`src/rtl/hc595_shift_driver.sv`:
```
// Serialises a DATA_W-bit word MSB first into a 74HC595 chain, then pulses the storage latch.
// hc595_clk runs at sys_clk / (2*CLK_DIV); every output is a register.

module hc595_shift_driver #(
  parameter int DATA_W  = 16,
  parameter int CLK_DIV = 4
) (
  input  logic              sys_clk,
  input  logic              sys_rst,
  input  logic              din_valid,
  input  logic [DATA_W-1:0] din_data,
  output logic              din_ready,
  output logic              hc595_data,
  output logic              hc595_clk,
  output logic              hc595_cs,
  output logic              busy,
  output logic              done
);

  localparam int CNT_W = $clog2(DATA_W);
  localparam int DIV_W = (CLK_DIV > 1) ? $clog2(CLK_DIV) : 1;
  localparam logic [CNT_W-1:0] BIT_LAST = CNT_W'(DATA_W - 1);
  localparam logic [DIV_W-1:0] DIV_LAST = DIV_W'(CLK_DIV - 1);

  typedef enum logic [1:0] {
    IDLE,
    SHIFT_LO,
    SHIFT_HI,
    LATCH
  } state_t;

  state_t            state, state_d;
  logic [DATA_W-1:0] shift_reg, shift_d;
  logic [CNT_W-1:0]  bit_cnt, bit_cnt_d;
  logic [DIV_W-1:0]  div_cnt, div_cnt_d;
  logic              data_d;
  logic              div_end;

  always_ff @(posedge sys_clk or posedge sys_rst) begin
    if (sys_rst) begin
      state      <= IDLE;
      shift_reg  <= '0;
      bit_cnt    <= '0;
      div_cnt    <= '0;
      din_ready  <= 1'b1;
      busy       <= 1'b0;
      done       <= 1'b0;
      hc595_data <= 1'b0;
      hc595_clk  <= 1'b0;
      hc595_cs   <= 1'b0;
    end else begin
      state      <= state_d;
      shift_reg  <= shift_d;
      bit_cnt    <= bit_cnt_d;
      div_cnt    <= div_cnt_d;
      din_ready  <= (state_d == IDLE);
      busy       <= (state_d != IDLE);
      done       <= (state == LATCH) && (state_d == IDLE);
      hc595_data <= data_d;
      hc595_clk  <= (state_d == SHIFT_HI);
      hc595_cs   <= (state_d == LATCH);
    end
  end

  // Each timed state holds CLK_DIV cycles; serial data only moves when entering SHIFT_LO.
  always_comb begin
    state_d   = state;
    shift_d   = shift_reg;
    bit_cnt_d = bit_cnt;
    div_cnt_d = div_cnt;
    data_d    = hc595_data;
    div_end   = (div_cnt == DIV_LAST);

    case (state)
      IDLE: begin
        if (din_valid && din_ready) begin
          state_d   = SHIFT_LO;
          shift_d   = din_data;
          bit_cnt_d = BIT_LAST;
          div_cnt_d = '0;
          data_d    = din_data[DATA_W-1];
        end
      end
      SHIFT_LO: begin
        if (div_end) begin
          state_d   = SHIFT_HI;
          div_cnt_d = '0;
        end else begin
          div_cnt_d = div_cnt + 1'b1;
        end
      end
      SHIFT_HI: begin
        if (div_end) begin
          div_cnt_d = '0;
          if (bit_cnt == '0) begin
            state_d = LATCH;
          end else begin
            state_d   = SHIFT_LO;
            shift_d   = shift_reg << 1;
            bit_cnt_d = bit_cnt - 1'b1;
            data_d    = shift_reg[DATA_W-2];
          end
        end else begin
          div_cnt_d = div_cnt + 1'b1;
        end
      end
      LATCH: begin
        if (div_end) begin
          state_d   = IDLE;
          div_cnt_d = '0;
        end else begin
          div_cnt_d = div_cnt + 1'b1;
        end
      end
      default: state_d = IDLE;
    endcase
  end

endmodule

```
`config.mk`:
```
export PLATFORM = sky130hd
export DESIGN_NAME = hc595_shift_driver
export DESIGN_NICKNAME = d
export VERILOG_FILES = /design/src/rtl/hc595_shift_driver.sv
export SDC_FILE = /design/constraint.sdc
export NUM_CORES = 1
export LEC_CHECK = 0
export BUFFER_PORTS_ARGS = -buffer_cell sky130_fd_sc_hd__buf_2
export CAP_MARGIN = 30
export CORE_MARGIN = 3
export CORE_UTILIZATION = 40
export DETAILED_ROUTE_END_ITERATION = 6
export PLACE_DENSITY = 0.57
export REMOVE_ABC_BUFFERS = 1
export SLEW_MARGIN = 25
export SYNTH_ARGS = -nofsm -noshare
export SYNTH_HDL_FRONTEND = slang
export SYNTH_SLANG_ARGS = --single-unit
export TNS_END_PERCENT = 50
```
`constraint.sdc`:
```
create_clock -name sys_clk -period 2 [get_ports sys_clk]
set_input_delay 0.4 -clock sys_clk [delete_from_list [all_inputs] [get_ports sys_clk]]
set_output_delay 0.4 -clock sys_clk [all_outputs]
set_load 0.01 [all_outputs]
```
==> metrics.md <==
| Metric | Value |
|---|---|
| Outcome | finished clean |
| Synthesized area | 0.00138 mm2 |
| Yosys top cell by area | dfrtp_1 |
| Starting Density | 43.5% |
| Vias after detailed routing | 1102 |
| Placement Rows | 20 |
| Clock latency on the worst-skew pair | 340 ps |
| Crit path arrival time | 1880 ps |
| Initial antenna violation count | 0 |
| Period utilisation layout | 81.3% |
| CTS root buf | clkbuf_4 |
| Core Area | 0.00318 mm2 |
| Number of synthesized register bits | 29 |
| Area Growth Syn to Fin | 14.9% |
| Post-synth top area share | 50.6% |
| Ports | 25 |
| CTS H-tree depth | 2 |
| Worst vdd ir | 0.317 mV |
| CP cell instances | inv_1 -> ha_1 -> or3b_1 -> nand2_4 -> mux2i_1 |
| Max_cap viols | 0 |
| CTS clock-pin slew for the worst setup and hold paths | 100 ps |
| Combinational power share | 3.3% |
| CTS Hold Bufs | 0 |
| Slew Limit Headroom | 76.3% |
| Setup CP Type | reg2reg |
| Clock sinks | 29 |
| Main synth FF type | dfrtp_1 |
| Net Sw Power | 0.000233 W |
| Switch share | 24.1% |
| Ant. Diodes | 0 |
| Vias in the first global route | 1108 |
| Post_cts resized | 0 |
| Mapped Cells | 133 |
| Met1 usage | 19.9% |
| Most common cell after layout, fill and taps aside | dfrtp_1 |
| ANT nets after route | 0 |
| Number of remaining DRC errors | 0 |
| Power share of the clock group | 36.2% |
| # port buffers | 24 |
| Critical Path RT | 2260 ps |
| GRT Residual Overflow | 0 |
| Placer Congestion | 0.828 |
| Drt pass-1 iters | 4 |
| Worst Clk Skew | 11.5 ps |
| GRT busiest layer | met2 |
| DP Wirelength | 1.94 mm |
| Starting DRT DRC Count | 79 |
| Max reg flops | 15 |
| First-pass GRT wire length | 5.04 mm |
| Post-synth EDFFs | 0 |
| Worst-path maximum fanout | 16 |
| Sequential share of power | 60.5% |
| Final nets | 181 |
| Power Internal | 0.000735 W |
| Total track usage | 15.9% |
| Clock buffer depth | 2 |
| Total length of routed wires | 2.91 mm |
| Setup TNS | 0 ps |
| Worst Tran Pin Value | 353 ps |
| Grt met3 use | 5.03% |
| Leading cell types in the layout, fill and taps excluded | dfrtp_1 (28), buf_2 (24), nor2_1 (19) |
| Critical Path Source Type | flop |
| Synth Area per Inst | 10.4 um2 |
| Async SR Flop Fraction | 100% |
| Filler instances | 302 |
| Die Height | 64.8 um |
| Slowest-stage cell, CP | or3b_1 |
| Register area share after synthesis | 52.5% |
| Vias per Instance | 5.40 |
| Peak Freq | 615 MHz |
| Synth unique cells | 37 |
| Met2 usage | 24.4% |
| DR WL/cell | 14.3 um |
| Final setup violating endpoints | 0 |
| Synth top area cells | dfrtp_1 (51%), o32ai_1 (9.5%), a21oi_1 (5.4%) |
| RSZ-0062 raised after global routing | false |
| Largest net degree at the start of global routing | 30 |
| Fin. max-slew vios | 0 |
| Fin crit period | 1630 ps |
| Placement Cell Area | 0.00154 mm2 |
| PwrDens | 609 mW/mm2 |
| Crit. End Element | flop |
| Hold Crit Class | in2async |
| Worst path max stage delay | 450 ps |
| Share of cells above drive strength 1 | 26.9% |
| Leak pwr | 0.747 nW |
| Post-route cell area | 0.00159 mm2 |
| Die Wd | 64.8 um |
| Final Hold Vio Count | 0 |
| Yosys warnings | 0 |
| Postcts setup bufs | 0 |
| Die ar. | 0.00420 mm2 |
| CTS tree | done |
| Clock buffer count from CTS | 5 |
-- through the flow --
step | hold slack, ps | util, % | std cells | setup WS, ps | total power (W)
2_1_floorplan | 450 | - | 122 | 419 | 0.000608
3_3_place_gp | 469 | 48.4 | 196 | 447 | 0.000631
3_5_place_dp | 478 | 48.4 | 196 | 392 | 0.000631
4_1_cts | 117 | 50.0 | 204 | 362 | 0.000981
5_1_grt | 145 | 50.0 | 204 | 247 | 0.00101
6_report | 105 | 50.0 | 204 | 375 | 0.000968
-- power by group through the flow --
stage	Combinational, W	Clock [W]	Sequential [W]
floorplan	0.0000101	0	0.000597
detailed placement	0.0000333	0	0.000597
finish	0.0000319	0.000350	0.000586
CTS	0.0000336	0.000361	0.000586
global placement	0.0000331	0	0.000597
global route	0.0000375	0.000391	0.000586
-- synthesized netlist by cell type, types with 2 or more instances --
cell type  count
a21oi_1       15
buf_2          6
buf_4          2
dfrtp_1       28
ha_1           3
inv_1          4
mux2i_1        2
nand2_1        6
nand2b_1       2
nand3b_1       2
nor2_1        19
o21ai_0        5
o32ai_1       15
-- critical path, delay by kind of cell, from the launching register on --
| family | cells | cell delay [ps] |
|---|---|---|
| fa+ha+maj | 1 | 180 |
| simple gates | 2 | 670 |
| mux | 1 | 210 |
| flops | 1 | 400 |
| buf+inv | 1 | 100 |
-- kinds of logic after synthesis --
group,synth area share [%]
AO/OA/AOI/OAI,21.0
AND/OR/NAND/NOR,16.5
flip-flops,52.5
buffers and inverters,5.79
multiplexers,1.45
adder cells (fa/ha/maj),2.71
-- cell type report --
type                            instances  area, um2  area share [%]
Sequential cell                        29        727            45.7
Multi-Input combinational cell         89        577            36.3
Clock buffer                            6       41.3            2.60
Tap cell                               44       55.1            3.46
Clock inverter                          2       10.0           0.629
Timing Repair Buffer                   30        165            10.4
Inverter                                4       15.0           0.944
-- worst paths after layout --
kind | depth (start not counted) | slack [ps] | start | end
min in group sys_clk | 3 | 280 | din_data[0] | shift_reg[0]
worst min-delay path | 3 | 110 | sys_rst | shift_reg[14]
worst max-delay path | 5 | 370 | bit_cnt[1] | bit_cnt[0]
worst max register to register | 5 | 370 | bit_cnt[1] | bit_cnt[0]
worst min register to register | 1 | 490 | bit_cnt[0] | bit_cnt[0]
max in group asynchronous | 3 | 1590 | sys_rst | din_ready
-- layer usage --
metal,share of wire (%),wire length (um)
met5,0,0
met4,1.5,44
met3,5.8,168
met2,46,1350
met1,46,1350
No activity file was read; power rests on OpenSTA's default activity.
